## src/rtl/sys_cntr_pkg.sv

```systemverilog
// Opcodes and FSM state encoding shared by the system command controllers.
package sys_cntr_pkg;

    localparam logic [7:0] CMD_WR     = 8'hAA;
    localparam logic [7:0] CMD_RD     = 8'hBB;
    localparam logic [7:0] CMD_ALU_OP = 8'hCC;
    localparam logic [7:0] CMD_ALU    = 8'hDD;
    localparam logic [7:0] CMD_BURST  = 8'hEE;

    typedef enum logic [3:0] {
        ST_IDLE,
        ST_WR_ADDR,
        ST_WR_DATA,
        ST_RD_ADDR,
        ST_OP_A,
        ST_OP_B,
        ST_FUN,
        ST_ALU_HOLD,
        ST_BW_CNT,
        ST_BW_ADDR,
        ST_BW_DATA
    } state_e;

endpackage

```

## src/rtl/sys_frame_timer.sv

```systemverilog
// Inter-byte watchdog: reloads on clear, counts down while enabled and
// pulses expire_c for one cycle after TIMEOUT enabled cycles without a clear.
module sys_frame_timer #(
    parameter int unsigned TIMEOUT = 1024
) (
    input  logic CLK,
    input  logic Reset,
    input  logic clr,
    input  logic en,
    output logic expire_c
);

    localparam int unsigned CNT_W = $clog2(TIMEOUT) + 1;
    localparam logic [CNT_W-1:0] LOAD_VAL = CNT_W'(TIMEOUT - 1);

    logic [CNT_W-1:0] cnt;

    assign expire_c = en && !clr && (cnt == '0);

    always_ff @(posedge CLK or posedge Reset) begin
        if (Reset) begin
            cnt <= LOAD_VAL;
        end else if (clr || expire_c) begin
            cnt <= LOAD_VAL;
        end else if (en) begin
            cnt <= cnt - CNT_W'(1);
        end
    end

endmodule

```

## src/rtl/sys_cmd_decoder.sv

```systemverilog
// Receive-side system controller: turns UART byte frames into register-file,
// ALU and burst-write strobes, with frame timeout and error reporting.
module sys_cmd_decoder
    import sys_cntr_pkg::*;
#(
    parameter int unsigned WIDTH    = 8,
    parameter int unsigned DEPTH    = 16,
    parameter int unsigned FUN_W    = 4,
    parameter int unsigned OP_BASE  = 0,
    parameter int unsigned ALU_WAIT = 2,
    parameter int unsigned TIMEOUT  = 1024,
    localparam int unsigned ADDR_W  = $clog2(DEPTH)
) (
    input  logic              CLK,
    input  logic              Reset,
    input  logic [WIDTH-1:0]  Rx_P_Data,
    input  logic              RxValid,
    output logic              ALU_EN,
    output logic [FUN_W-1:0]  ALU_FUN,
    output logic [ADDR_W-1:0] Reg_File_Address,
    output logic              WrEN,
    output logic              RdEN,
    output logic [WIDTH-1:0]  WrData,
    output logic              CLK_GATE_EN,
    output logic              Frame_Err,
    output logic              Busy
);

    localparam int unsigned HOLD_W = $clog2(ALU_WAIT + 1);
    localparam logic [ADDR_W-1:0] OP_A_ADDR = ADDR_W'(OP_BASE % DEPTH);
    localparam logic [ADDR_W-1:0] OP_B_ADDR = ADDR_W'((OP_BASE + 1) % DEPTH);
    localparam logic [ADDR_W-1:0] LAST_ADDR = ADDR_W'(DEPTH - 1);

    state_e            state;
    logic [ADDR_W-1:0] frame_addr;
    logic [WIDTH-1:0]  bw_left;
    logic [HOLD_W-1:0] hold_cnt;
    logic              timer_en_c;
    logic              timer_clr_c;
    logic              timeout_c;
    logic [7:0]        opcode_c;
    logic [ADDR_W-1:0] rx_addr_c;
    logic [ADDR_W-1:0] next_addr_c;

    assign opcode_c    = Rx_P_Data[7:0];
    assign rx_addr_c   = Rx_P_Data[ADDR_W-1:0];
    assign next_addr_c = (frame_addr == LAST_ADDR) ? '0 : frame_addr + ADDR_W'(1);

    // Watchdog runs only while waiting for the next byte of a frame.
    assign timer_en_c  = (state != ST_IDLE) && (state != ST_ALU_HOLD);
    assign timer_clr_c = RxValid || !timer_en_c;

    sys_frame_timer #(
        .TIMEOUT (TIMEOUT)
    ) u_frame_timer (
        .CLK      (CLK),
        .Reset    (Reset),
        .clr      (timer_clr_c),
        .en       (timer_en_c),
        .expire_c (timeout_c)
    );

    // ALU_HOLD covers the ALU_EN cycle plus ALU_WAIT further gated cycles.
    always_ff @(posedge CLK or posedge Reset) begin
        if (Reset) begin
            state            <= ST_IDLE;
            frame_addr       <= '0;
            bw_left          <= '0;
            hold_cnt         <= '0;
            ALU_EN           <= 1'b0;
            ALU_FUN          <= '0;
            Reg_File_Address <= '0;
            WrEN             <= 1'b0;
            RdEN             <= 1'b0;
            WrData           <= '0;
            CLK_GATE_EN      <= 1'b0;
            Frame_Err        <= 1'b0;
            Busy             <= 1'b0;
        end else begin
            ALU_EN    <= 1'b0;
            WrEN      <= 1'b0;
            RdEN      <= 1'b0;
            Frame_Err <= 1'b0;
            if (timeout_c) begin
                state       <= ST_IDLE;
                Busy        <= 1'b0;
                CLK_GATE_EN <= 1'b0;
                Frame_Err   <= 1'b1;
            end else begin
                case (state)
                    ST_IDLE: if (RxValid) begin
                        Busy <= 1'b1;
                        case (opcode_c)
                            CMD_WR:     state <= ST_WR_ADDR;
                            CMD_RD:     state <= ST_RD_ADDR;
                            CMD_ALU_OP: begin state <= ST_OP_A; CLK_GATE_EN <= 1'b1; end
                            CMD_ALU:    begin state <= ST_FUN;  CLK_GATE_EN <= 1'b1; end
                            CMD_BURST:  state <= ST_BW_CNT;
                            default: begin
                                Busy      <= 1'b0;
                                Frame_Err <= 1'b1;
                            end
                        endcase
                    end
                    ST_WR_ADDR: if (RxValid) begin
                        frame_addr <= rx_addr_c;
                        state      <= ST_WR_DATA;
                    end
                    ST_WR_DATA: if (RxValid) begin
                        WrEN             <= 1'b1;
                        Reg_File_Address <= frame_addr;
                        WrData           <= Rx_P_Data;
                        state            <= ST_IDLE;
                        Busy             <= 1'b0;
                    end
                    ST_RD_ADDR: if (RxValid) begin
                        RdEN             <= 1'b1;
                        Reg_File_Address <= rx_addr_c;
                        state            <= ST_IDLE;
                        Busy             <= 1'b0;
                    end
                    ST_OP_A: if (RxValid) begin
                        WrEN             <= 1'b1;
                        Reg_File_Address <= OP_A_ADDR;
                        WrData           <= Rx_P_Data;
                        state            <= ST_OP_B;
                    end
                    ST_OP_B: if (RxValid) begin
                        WrEN             <= 1'b1;
                        Reg_File_Address <= OP_B_ADDR;
                        WrData           <= Rx_P_Data;
                        state            <= ST_FUN;
                    end
                    ST_FUN: if (RxValid) begin
                        ALU_EN   <= 1'b1;
                        ALU_FUN  <= Rx_P_Data[FUN_W-1:0];
                        hold_cnt <= HOLD_W'(ALU_WAIT);
                        state    <= ST_ALU_HOLD;
                    end
                    ST_ALU_HOLD: begin
                        if (RxValid) begin
                            Frame_Err <= 1'b1;
                        end
                        if (hold_cnt == '0) begin
                            state       <= ST_IDLE;
                            Busy        <= 1'b0;
                            CLK_GATE_EN <= 1'b0;
                        end else begin
                            hold_cnt <= hold_cnt - HOLD_W'(1);
                        end
                    end
                    ST_BW_CNT: if (RxValid) begin
                        if (Rx_P_Data == '0) begin
                            Frame_Err <= 1'b1;
                            state     <= ST_IDLE;
                            Busy      <= 1'b0;
                        end else begin
                            bw_left <= Rx_P_Data;
                            state   <= ST_BW_ADDR;
                        end
                    end
                    ST_BW_ADDR: if (RxValid) begin
                        frame_addr <= rx_addr_c;
                        state      <= ST_BW_DATA;
                    end
                    ST_BW_DATA: if (RxValid) begin
                        WrEN             <= 1'b1;
                        Reg_File_Address <= frame_addr;
                        WrData           <= Rx_P_Data;
                        frame_addr       <= next_addr_c;
                        bw_left          <= bw_left - WIDTH'(1);
                        if (bw_left == WIDTH'(1)) begin
                            state <= ST_IDLE;
                            Busy  <= 1'b0;
                        end
                    end
                    default: begin
                        state       <= ST_IDLE;
                        Busy        <= 1'b0;
                        CLK_GATE_EN <= 1'b0;
                    end
                endcase
            end
        end
    end

endmodule

```

## config.mk

```make
export PLATFORM = sky130hd
export DESIGN_NAME = sys_cmd_decoder
export DESIGN_NICKNAME = d
export VERILOG_FILES = /design/src/rtl/sys_cntr_pkg.sv /design/src/rtl/sys_frame_timer.sv /design/src/rtl/sys_cmd_decoder.sv
export SDC_FILE = /design/constraint.sdc
export NUM_CORES = 1
export LEC_CHECK = 0
export CORE_UTILIZATION = 50
export CTS_CLUSTER_DIAMETER = 100
export DETAILED_ROUTE_END_ITERATION = 6
export PLACE_DENSITY = 0.72
export SYNTH_ARGS = -nofsm -noshare
export SYNTH_HDL_FRONTEND = slang
export SYNTH_SLANG_ARGS = --single-unit
```

## constraint.sdc

```tcl
create_clock -name CLK -period 3 [get_ports CLK]
set_input_delay 0.6 -clock CLK [delete_from_list [all_inputs] [get_ports CLK]]
set_output_delay 0.6 -clock CLK [all_outputs]
set_load 0.1 [all_outputs]
```

After elaboration in Yosys (flattened, before gate mapping)
Cells that the tools add are included.
- register bits: 51
- input port bits: 11
- logic and storage cells: 155
- add/sub/neg operators: 4
- eq/ne operators: 44
- muxes and demuxes: 58
- bitwise operators: 1
- reductions and logical operators: 34
- operators with widths (operator ; number):
    $mux W4 ; 18
    $eq A8 B8 Y1 const B ; 5
    $pmux W4 S10 ; 1
    $ne A3 B2 Y1 const B ; 12
    $mux W1 ; 24
    $mux W8 ; 3
    $mux W11 ; 2
    $pmux W4 S5 ; 1
    $eq A4 B3 Y1 const B ; 4
    $eq A4 B4 Y1 const B ; 4
    $ne A2 B2 Y1 const B ; 8
    $pmux W4 S4 ; 1
    $pmux W8 S2 ; 1
    $reduce_and A12 Y1 ; 1
    $reduce_and A4 Y1 ; 3
    $logic_not A11 Y1 ; 1
    $sub A11 B1 Y11 const B ; 1
    $reduce_or A5 Y1 ; 2
    $reduce_or A9 Y1 ; 1
    $eq A4 B2 Y1 const B ; 2
    $eq A8 B1 Y1 const B ; 1
    $logic_not A8 Y1 ; 1
    $ne A2 B1 Y1 const B ; 4
    $pmux W4 S2 ; 1
    25 further kinds ; 39

Depth between registers and ports, before layout
- word-level depth: 9
- depth in mapped cells: 9

Hierarchy
A second synthesis with hierarchy kept.
- cells, all modules: 331
- area total of the unflattened synthesis: 3089.2 µm²
- modules (own cells, without submodules) (module ; instances ; cells an instance ; area each (µm²) ; seq. area each (µm²)):
    sys_cmd_decoder ; 1 ; 265 ; 2441.1 ; 1001.0
    sys_frame_timer ; 1 ; 66 ; 648.1 ; 287.8

Least setup slack after synthesis
Ideal clock, no wire load.
- path kind: input port to flip-flop
- from: in Rx_P_Data[1]
- to: reg state[0]
- setup time: 76 ps
- arrival time: 2177 ps
- required time: 2924 ps
- slack: 747 ps
- cell stages on the path: 7
- path buffers: 1
- cell sequence: clkbuf_1 > nor4bb_1 > a31o_2 > and4_1 > o221ai_4 > or4_1 > o21ai_1
- longest elaborated chain between the ends: 5
- ends and longest elaborated chain (element ; RTL line ; text):
    start, declared ; sys_cmd_decoder.sv:16 ; input logic [WIDTH-1:0] Rx_P_Data,
    $eq A8 B8 Y1 or $logic_not A8 Y1 (tied branches) ; sys_cmd_decoder.sv:93, sys_cmd_decoder.sv:153 ;
    $pmux W4 S5 or $mux W4 (tied branches) ; sys_cmd_decoder.sv:93, sys_cmd_decoder.sv:153 ;
    $mux W4 (on tied branches) ; sys_cmd_decoder.sv:91, sys_cmd_decoder.sv:152 ;
    $pmux W4 S10 ; sys_cmd_decoder.sv:90 ; case (state)
    $mux W4 ; sys_cmd_decoder.sv:84 ; if (timeout_c) begin
    end signal, assigned ; sys_cmd_decoder.sv:85 ; state <= ST_IDLE;
    end signal, assigned ; sys_cmd_decoder.sv:94 ; CMD_WR: state <= ST_WR_ADDR;
    end signal, assigned ; sys_cmd_decoder.sv:95 ; CMD_RD: state <= ST_RD_ADDR;
    end, declared ; sys_cmd_decoder.sv:34 ; state_e state;
Parallel ways exist; a longest one is shown, timed or not. The select of a mux whose other input is x is not followed.
A chain may end at the register's enable or synchronous reset.

Worst setup path in the final report
- from: reg state[1]
- to: reg state[0]
- longest elaborated chain between the ends: 9
- ends and longest elaborated chain (element ; RTL line ; text):
    start signal, assigned ; sys_cmd_decoder.sv:66 ; state <= ST_IDLE;
    start signal, assigned ; sys_cmd_decoder.sv:85 ;
    start signal, assigned ; sys_cmd_decoder.sv:94 ;
    $ne A4 B3 Y1 or $reduce_bool A4 Y1 (tied branches) ; sys_cmd_decoder.sv:50 ; assign timer_en_c = (state != ST_IDLE) && (state != ST_ALU_HOLD);
    $logic_and A1 B1 Y1 ; sys_cmd_decoder.sv:50 ;
    $logic_not A1 Y1 ; sys_cmd_decoder.sv:51 ; assign timer_clr_c = RxValid || !timer_en_c;
    $logic_or A1 B1 Y1 ; sys_cmd_decoder.sv:51 ;
    $logic_not A1 Y1 ; sys_frame_timer.sv:18 ; assign expire_c = en && !clr && (cnt == '0);
    $logic_and A1 B1 Y1 (2 in a row) ; sys_frame_timer.sv:18 ;
    $ne A7 B1 Y1 (no line) (tied with other cells) ; - ;
    $reduce_and A12 Y1 (no line) ; - ;
Parallel ways exist; a longest one is shown, timed or not.

==> results.md <==
- DP HPWL: 4747 um
- Hold_ws: 0.4638 ns
- CTS HTree Levels: 2
- Seq/Total Area, Yosys: 0.4405
- Placed insts: between 400 and 500
- Mapped Avg Cell Area: 9.436 um2
- #FFs+latches synth: 51
- Crit path DAT: 2.73 ns
- Core Region: 5574 um2
- Logic pwr share: 0.565
- First-pass GRT wire length: between 10,000 and 15,000 um
- Number of synthesized flops with an enable pin: 0
- CP endpoint kind: flip-flop
- RD Place Congestion: 0.9106
- RSZ-0062 raised after global routing: false
- Vias in the first global route: 2,233
- Vias per cell: about 5.8
- Filler instances: a little under 500
- Critical Path End: state[0]
- Worst-Margin Slew: 0.6908 ns
- Syn-to-layout area delta: 16.17%
- Int Power: 1.664 mW
- Initial drt markers: 181
- Sw power: 1.854 mW
- PostCTS Resize Cnt: 0
- Die area: 6161 um2
- Met3 GRT Util: 0.03605
- Fraction of the cycle the final worst path needs: 0.8344
- Max cap viols: 0
- CP Data Required Time: approximately 3.2 ns
- Sw Share: 0.5269
- F_max: 399.5 MHz
- Async SR Flop Fraction: 1.000
- Proportion of layout cells with a drive suffix above 1: 0.2377
- Total Neg Setup Slack: 0 ns
- Antenna fix cells: 0
- Worst-skew pair later-pin latency: ~0.31 ns
- Die H: between 70 and 80 um
- Top FF cell, synth: dfrtp_1
- Status: completed
- Internal reg-to-reg setup slack: 0.50 ns
- Syn Nets: 326
- Clock Skew: 0.01157 ns
- CTS tree: done
- Fin crit period: 2.503 ns
- Initial antenna violation count: 0
- Rel. slew slack: 0.5395
- DRC viols: 0
- Congestion Overflow GR: 0
- Total Wirelength: about 6400 um
- Reg power frac: 0.318
- Met2 Track Usage GR: 0.3798
- Rows: 27
- Crit Reg-Reg Startpoint: state[1]
- Lkg Pwr: roughly 1.5 nW
- Worst setup path start: state[1]
- Total power: 3.518 mW
- Critical path depth in cells: 6
- Pre-antenna DRT Iters: 4
- Final setup viols: 0
- Chip Width: 78.49 um
- NumNets Final: 360
- CTS clk-pin slew, worst paths: ~0.090 ns
- Final Slew Violations: 0
- Largest net degree at the start of global routing: 29
- Pwr Density: 1035 nW/um2
- Initial Utilization: 0.5248
- CTS Hold Bufs: 0
- Root buf cell: clkbuf_8
- Worst slack, placed: 0.2138 ns
- R2R cell count: 6
- Worst path cell trace: nor4_2, a211oi_2, and3_1, o221ai_4, or4_1, o21ai_1
- Synth Cell Area: just under 3000 um2
- CTS Buffer Depth: 2
- Clock power frac: 0.116
- Synth cell types: 61
- Busiest grt layer: met2
- Clock sink count: between 50 and 60
- Setup CP Type: flip-flop to flip-flop
- Drt wl/cell: 15.41 um
- Final Hold Viols: 0
- Met1 Resource Use GR: 0.2990
- Hold Crit Class: flip-flop to flip-flop
- CP Buf/Inv Count: 0
- Syn Inst Count: between 300 and 400
- DRT antenna net count: 0
- Setup WS post-layout: 0.4968 ns
- Slowest cell on the critical path: dfrtp_1
- Clock buffer count from CTS: 5
- Io pins: 33
- Port Buffers: 32
- Vias: 2,422
- Crit start category: flip-flop
- Setup Fix Bufs, Post-CTS: 0
- Fin cells: 417
- R2R Path End: state[0]
- Total track usage: 0.2253
- Max VDD drop: 705.3 uV
- Yosys warnings: 0
- Crit Path Max Fanout: 23
- Crit path max-delay family: simple AND/OR/NAND/NOR gates
- CP max stage delay: 0.79 ns
## stage by stage
step	cell area [um2]	utilization
after detailed placement	3307	0.5933
after floorplan	2925	-
after CTS	3398	0.6097
final	3398	0.6097
after global placement	3307	0.5933
after global routing	3398	0.6097
## area by class of cell
class	instances	area [um2]	share of cell area
Inverter	12	45.04	0.01325
Multi-Input combinational cell	227	1493	0.4392
Clock buffer	7	86.33	0.02541
Tap cell	72	90.09	0.02651
Sequential cell	51	1289	0.3792
Timing Repair Buffer	47	390.4	0.1149
Clock inverter	1	5.005	0.001473
## layout by cell type, fill, tap and decap left out, types with 2 or more instances in the layout
master           count
dfrtp_1             41
nand2_1             37
buf_4               36
nor2_1              24
o21ai_0             21
mux2_2              17
a21oi_1             15
nand3_1             11
nor3_1              11
inv_1               11
clkdlybuf4s50_1     10
dfstp_2             10
xnor2_1              7
and3_1               7
a31oi_1              6
clkbuf_8             6
nand2b_1             5
ha_1                 5
o21a_1               4
a32o_1               4
nor4_1               3
o211ai_1             3
o22ai_1              3
a22o_1               3
or4_1                2
o31ai_1              2
xor2_1               2
mux2i_1              2
and4_1               2
nand4_1              2
or3_1                2
## synth_stat cells (all sizes together), types with 7 or more instances
| cell | instances | area [um2] |
|---|---|---|
| nor2 | 24 | 90.09 |
| o21ai | 22 | 110.1 |
| and3 | 7 | 43.79 |
| mux2 | 17 | 191.4 |
| dfstp | 10 | 262.8 |
| nor3 | 11 | 55.05 |
| inv | 12 | 45.04 |
| a21oi | 15 | 75.07 |
| clkbuf | 14 | 56.31 |
| xnor2 | 7 | 61.31 |
| nand2 | 37 | 138.9 |
| nand3 | 11 | 55.05 |
| dfrtp | 41 | 1026 |
## cells by family after synthesis
group                      Yosys count  share of synthesized area
DFF                                 51                     0.4405
buffers and inverters               32                    0.04919
and+or+nand+nor                    117                     0.2062
adders and majority gates            5                    0.02139
muxes                               19                    0.07228
xor gates and xnor gates             9                    0.02695
AOI/OAI and AO/OA                   77                     0.1835
## how the worst min path moves through the flow
stage / start / to / slack [ns] / depth (start not counted)
floorplan: u_frame_timer.cnt[0] / u_frame_timer.cnt[0] / 0.43 / 1
global placement: u_frame_timer.cnt[0] / u_frame_timer.cnt[0] / 0.45 / 1
detailed placement: u_frame_timer.cnt[0] / u_frame_timer.cnt[0] / 0.45 / 1
CTS: u_frame_timer.cnt[0] / u_frame_timer.cnt[0] / 0.47 / 1
global route: u_frame_timer.cnt[0] / u_frame_timer.cnt[0] / 0.48 / 1
finish: u_frame_timer.cnt[0] / u_frame_timer.cnt[0] / 0.46 / 1
## per-layer routing
layer | wire length [um] | part of all wire | vias up
li1 | - | - | 1179
met1 | 3008 | 0.47 | 1199
met5 | 0 | 0 | -
met2 | 3154 | 0.49 | 38
met4 | 66 | 0.010 | 0
met3 | 196 | 0.031 | 6
## power groups by stage
| stage | logic, mW | registers, mW | clock network (mW) |
|---|---|---|---|
| after floorplan | 0.783 | 1.95 | 0 |
| after global placement | 1.97 | 1.13 | 0 |
| after detailed placement | 2.00 | 1.13 | 0 |
| after CTS | 2.00 | 1.12 | 0.422 |
| after global routing | 2.10 | 1.16 | 0.436 |
| final | 1.99 | 1.12 | 0.409 |
## sequential cells by signal (all words and copies together) (netlist names)
register / count
u_frame_timer.cnt: 11
Busy: 1
ALU_FUN: 4
ALU_EN: 1
hold_cnt: 2
bw_left: 8
CLK_GATE_EN: 1
frame_addr: 4
RdEN: 1
state: 4
WrData: 8
Frame_Err: 1
Reg_File_Address: 4
WrEN: 1
Power figures use the tool's default switching activity.
==> variant 1, RTL diff (same settings) <==
`TIMEOUT` is set to 1024 in 2 places; all go to 256.
--- a/src/rtl/sys_frame_timer.sv
+++ b/src/rtl/sys_frame_timer.sv
@@ -1,7 +1,7 @@
 // Inter-byte watchdog: reloads on clear, counts down while enabled and
 // pulses expire_c for one cycle after TIMEOUT enabled cycles without a clear.
 module sys_frame_timer #(
-    parameter int unsigned TIMEOUT = 1024
+    parameter int unsigned TIMEOUT = 256
 ) (
     input  logic CLK,
     input  logic Reset,
--- a/src/rtl/sys_cmd_decoder.sv
+++ b/src/rtl/sys_cmd_decoder.sv
@@ -8,7 +8,7 @@
     parameter int unsigned FUN_W    = 4,
     parameter int unsigned OP_BASE  = 0,
     parameter int unsigned ALU_WAIT = 2,
-    parameter int unsigned TIMEOUT  = 1024,
+    parameter int unsigned TIMEOUT  = 256,
     localparam int unsigned ADDR_W  = $clog2(DEPTH)
 ) (
     input  logic              CLK,
Formal check against the unedited RTL: no difference found for any inputs over 4 cycles, from zero or initial values and one cycle with Reset high; that may be too few to reach the edited logic, so the function may still have changed.
==> variant 1 against the original RTL <==
Worst setup slack gained 0.15 ns. Non-clock buffer count shrank 2. Sequential cell count shrank 2. Core utilization shrank 0.56 points. Area after synthesis shrank 3.1%. Die area shrank 3.0%. Cell area shrank 2.7%. Wire length grew 3.3%. Total power shrank 8.2%.
==> variant 1: results (changes against the original RTL) <==
* Root buf cell: clkbuf_8 (unchanged)
* Register area share after synthesis at 43.6% (was 44.1%)
* Gpl congestion at 0.891 (was 0.911)
* RR Endpoint: Reg_File_Address[3]$_DFFE_PP0P_ (was state[0]$_DFFE_PP0P_)
* Post-DP Area at 3220 um2 (was 3310 um2)
* Largest registers: u_frame_timer.cnt (9), WrData (8), bw_left (8) (was u_frame_timer.cnt (11), WrData (8), bw_left (8))
* Initial DRC count at 167 (was 181)
* First drt pass iteration count at 5 (was 4)
* Post-synthesis cell type count at 72 (was 61)
* Via count at 2,386 (was 2,422)
* Async SR Flop Fraction at 100% (unchanged)
* Worst Setup Slack, final at 0.642 ns (was 0.497 ns)
* Post-CTS Resized at 0 (unchanged)
* Cells after Synth at 298 (was 310)
* Clk slew on worst S/H paths at 0.09 ns (about the same)
* Post-Syn Nets at 315 (was 326)
* Status: finished clean (unchanged)
* Post-Synth Adder-Cell Area at 3.00% (was 2.14%)
* Post-CTS setup buffers at 0 (unchanged)
* Routed len/inst at 16.3 um (was 15.4 um)
* Dpl ws at 0.427 ns (was 0.214 ns)
* Max VDD drop at 696 uV (was 705 uV)
* Worst Hold Slack at 0.477 ns (was 0.464 ns)
* Placed cells at 400 (was 409)
* Setup TNS at 0 ns (unchanged)
* Crit Path Class: flop to flop (unchanged)
* Synth area leaders: dfrtp_1 (36%), dfstp_2 (7.4%), nand2_1 (6.5%) (was dfrtp_1 (35%), dfstp_2 (9.0%), mux2_2 (6.5%))
* Layout cell share with drive strength beyond 1 at 22.0% (was 23.8%)
* Area of the multi-input gates at 1470 um2 (was 1490 um2)
* Gr usage total at 24.1% (was 22.5%)
* Critical-path maximum fanout at 15 (was 23)
* Compound-Gate Fraction of Synth Area at 20.6% (was 18.3%)
* CP arrival at 2.55 ns (was 2.73 ns)
* Worst path top cell family by delay: simple AND/OR/NAND/NOR gates (unchanged)
* First-pass GRT wire length at 11.4 mm (was 10.8 mm)
* Largest net degree at the start of global routing at 50 (was 29)
* Nets at 352 (was 360)
* DP HPWL at 4.75 mm (about the same)
* Fillcell total at 491 (was 488)
* Post-synth EDFFs at 0 (unchanged)
* Layout Skew at 0.0109 ns (was 0.0116 ns)
* Final std cells w/o fill at 408 (was 417)
* R2R Path Start: state[3]$_DFFE_PP0P_ (was state[1]$_DFFE_PP0P_)
* Worst hold start: u_frame_timer.cnt[0]$_DFFE_PP1P_ (unchanged)
* Xor and xnor fraction of the mapped netlist area at 2.78% (was 2.69%)
* Mux cell area share after synthesis at 3.53% (was 7.23%)
* Max incr delay on CP at 0.69 ns (was 0.79 ns)
* Slew headroom at 58.4% (was 53.9%)
* Most frequent cells after synthesis: nand2_1 (49), dfrtp_1 (41), nor2_1 (20), inv_1 (13), a21oi_1 (12) (was dfrtp_1 (41), nand2_1 (37), nor2_1 (24), o21ai_0 (21), mux2_2 (17))
* Worst hold path endpoint: u_frame_timer.cnt[0]$_DFFE_PP1P_ (unchanged)
* Leakage at 1.46 nW (was 1.45 nW)
==> variant 1: layout make-up <==
class	instances	area share (%)
clock buffers	6	2.20
clock inverters	2	0.454
inverters	15	1.70
multi-input cells	219	44.5
flip-flops and latches	49	37.4
well taps	72	2.73
repair buffers	45	11.0
==> variant 1: layer usage <==
layer  vias to the layer above  share of wire, %  wire (um)  global-route usage (%)
met1                      1154                43       2880                    31.1
met5                         -                 0          0                       0
met3                         9               5.3        349                    4.88
met2                        73                50       3340                    40.4
met4                         0               1.0         67                    7.92
li1                       1150                 -          -                       -
==> variant 1: power breakdown <==
part | total [mW] | leakage [nW] | switching (mW) | internal (mW)
Sequential | 1.03 | 0.607 | 0.188 | 0.845
Combinational | 1.80 | 0.812 | 1.29 | 0.506
Clock | 0.395 | 0.0374 | 0.230 | 0.165
==> variant 2, RTL diff (same flow settings) <==
Made on the original files. Register the output `Reg_File_Address` once more, with the module's reset; this adds one clock of latency there. The other outputs are not delayed to match.
--- a/src/rtl/sys_cmd_decoder.sv
+++ b/src/rtl/sys_cmd_decoder.sv
@@ -30,6 +30,8 @@
     localparam logic [ADDR_W-1:0] OP_A_ADDR = ADDR_W'(OP_BASE % DEPTH);
     localparam logic [ADDR_W-1:0] OP_B_ADDR = ADDR_W'((OP_BASE + 1) % DEPTH);
     localparam logic [ADDR_W-1:0] LAST_ADDR = ADDR_W'(DEPTH - 1);
+
+    logic [ADDR_W-1:0] Reg_File_Address_s0;
 
     state_e            state;
     logic [ADDR_W-1:0] frame_addr;
@@ -69,7 +71,7 @@
             hold_cnt         <= '0;
             ALU_EN           <= 1'b0;
             ALU_FUN          <= '0;
-            Reg_File_Address <= '0;
+            Reg_File_Address_s0 <= '0;
             WrEN             <= 1'b0;
             RdEN             <= 1'b0;
             WrData           <= '0;
@@ -108,26 +110,26 @@
                     end
                     ST_WR_DATA: if (RxValid) begin
                         WrEN             <= 1'b1;
-                        Reg_File_Address <= frame_addr;
+                        Reg_File_Address_s0 <= frame_addr;
                         WrData           <= Rx_P_Data;
                         state            <= ST_IDLE;
                         Busy             <= 1'b0;
                     end
                     ST_RD_ADDR: if (RxValid) begin
                         RdEN             <= 1'b1;
-                        Reg_File_Address <= rx_addr_c;
+                        Reg_File_Address_s0 <= rx_addr_c;
                         state            <= ST_IDLE;
                         Busy             <= 1'b0;
                     end
                     ST_OP_A: if (RxValid) begin
                         WrEN             <= 1'b1;
-                        Reg_File_Address <= OP_A_ADDR;
+                        Reg_File_Address_s0 <= OP_A_ADDR;
                         WrData           <= Rx_P_Data;
                         state            <= ST_OP_B;
                     end
                     ST_OP_B: if (RxValid) begin
                         WrEN             <= 1'b1;
-                        Reg_File_Address <= OP_B_ADDR;
+                        Reg_File_Address_s0 <= OP_B_ADDR;
                         WrData           <= Rx_P_Data;
                         state            <= ST_FUN;
                     end
@@ -165,7 +167,7 @@
                     end
                     ST_BW_DATA: if (RxValid) begin
                         WrEN             <= 1'b1;
-                        Reg_File_Address <= frame_addr;
+                        Reg_File_Address_s0 <= frame_addr;
                         WrData           <= Rx_P_Data;
                         frame_addr       <= next_addr_c;
                         bw_left          <= bw_left - WIDTH'(1);
@@ -184,5 +186,13 @@
         end
     end
 
+    always_ff @(posedge CLK or posedge Reset) begin
+        if (Reset) begin
+            Reg_File_Address <= '0;
+        end else begin
+            Reg_File_Address <= Reg_File_Address_s0;
+        end
+    end
+
 endmodule
 
Function: changed (Yosys sat finds a counterexample within 4 cycles, from zero or initial values and one cycle with Reset high).
==> variant 2 against the original RTL <==
Non-clock buffer count shrank 8. Fmax grew 7.2%. Cell area grew 2.4%. Area after synthesis grew 5.6%. Die area grew 5.4%. Total power shrank 25%. Global-route usage shrank 0.35 points. Sequential cell count grew 4. Worst setup slack gained 0.17 ns. Via count grew 1.1%. Wire length grew 3.9%. Critical path type is now primary input to flop.
==> variant 2: results (changes against the original RTL) <==
* Status: finished clean (unchanged)
* First-pass GRT wire length at 11.2 mm (was 10.8 mm)
* Wl on met1 at 3.20 mm (was 3.01 mm)
* Grt met3 use at 3.52% (was 3.60%)
* Slowest cell on crit path: or4_4 (was dfrtp_1)
* Vias in the first global route at 2,271 (was 2,233)
* Hold path cells at 0 (was 1)
* Layout Skew at 0.00908 ns (was 0.0116 ns)
* Max VDD drop at 644 uV (was 705 uV)
* Gr usage total at 22.2% (was 22.5%)
* Worst hold path endpoint: Reg_File_Address[0]$_DFF_PP0_ (was u_frame_timer.cnt[0]$_DFFE_PP1P_)
* Post-DP Area at 3400 um2 (was 3310 um2)
* Synth area leaders: dfrtp_1 (36%), dfstp_2 (8.5%), mux2_2 (4.7%) (was dfrtp_1 (35%), dfstp_2 (9.0%), mux2_2 (6.5%))
* R2R Setup Slk at 0.79 ns (was 0.50 ns)
* Initial DRC count at 156 (was 181)
* Placed cells at 404 (was 409)
* Final cycle utilization of the critical path at 77.8% (was 83.4%)
* Worst Hold Slack at 0.378 ns (was 0.464 ns)
* GR met2 Demand/Resource at 34.9% (was 38.0%)
* Fillcell total at 530 (was 488)
* CP arrival at 2.56 ns (was 2.73 ns)
* R2R Path Start: state[2]$_DFFE_PP0P_ (was state[1]$_DFFE_PP0P_)
* GR Util met1 at 32.2% (was 29.9%)
* Dpl ws at 0.361 ns (was 0.214 ns)
* Register area share after synthesis at 45.0% (was 44.1%)
* Post-Syn Nets at 324 (was 326)
* Met3 wire length at 304 um (was 196 um)
* Post-synthesis cell type count at 72 (was 61)
* Gpl congestion at 0.875 (was 0.911)
* Via count at 2,449 (was 2,422)
* Leakage at 1.55 nW (was 1.45 nW)
* Routed WL at 6.68 mm (was 6.43 mm)
* R2r worst-path depth at 4 (was 6)
* Critical-path maximum fanout at 12 (was 23)
* RR Endpoint: Reg_File_Address_s0[0]$_DFFE_PP0P_ (was state[0]$_DFFE_PP0P_)
* Nets at 352 (was 360)
* Least-Margin Pin Slew at 0.692 ns (was 0.691 ns)
* Most frequent cells after synthesis: dfrtp_1 (45), nand2_1 (26), o21ai_0 (20), a21oi_1 (17), nor2_1 (16) (was dfrtp_1 (41), nand2_1 (37), nor2_1 (24), o21ai_0 (21), mux2_2 (17))
* Max incr delay on CP at 0.60 ns (was 0.79 ns)
* CP Capture Point: bw_left[5]$_DFFE_PP0P_ (was state[0]$_DFFE_PP0P_)
* Layout cell share with drive strength beyond 1 at 24.6% (was 23.8%)
==> variant 2: final cells by class <==
| type | instances | area [um2] | share of cell area (%) |
|---|---|---|---|
| tap | 75 | 93.8 | 2.70 |
| inverter | 15 | 56.3 | 1.62 |
| sequential | 55 | 1390 | 39.9 |
| clock inverter | 2 | 11.3 | 0.324 |
| multi-input combinational | 220 | 1530 | 43.9 |
| clock buffer | 6 | 72.6 | 2.09 |
| timing repair buffer | 39 | 330 | 9.49 |
==> variant 2: cell families after synthesis <==
| family | synth area share (%) |
|---|---|
| XOR/XNOR | 2.55 |
| AND/OR/NAND/NOR | 21.8 |
| AO/OA/AOI/OAI | 17.3 |
| adder cells (fa/ha/maj) | 2.03 |
| buffers and inverters | 5.59 |
| flip-flops | 45.0 |
| multiplexers | 5.75 |
==> variant 2: where the power goes <==
group | switching, mW | total (mW) | internal [mW]
Sequential | 0.170 | 1.08 | 0.906
Combinational | 0.795 | 1.15 | 0.352
Clock | 0.235 | 0.400 | 0.165
Total | 1.20 | 2.62 | 1.42
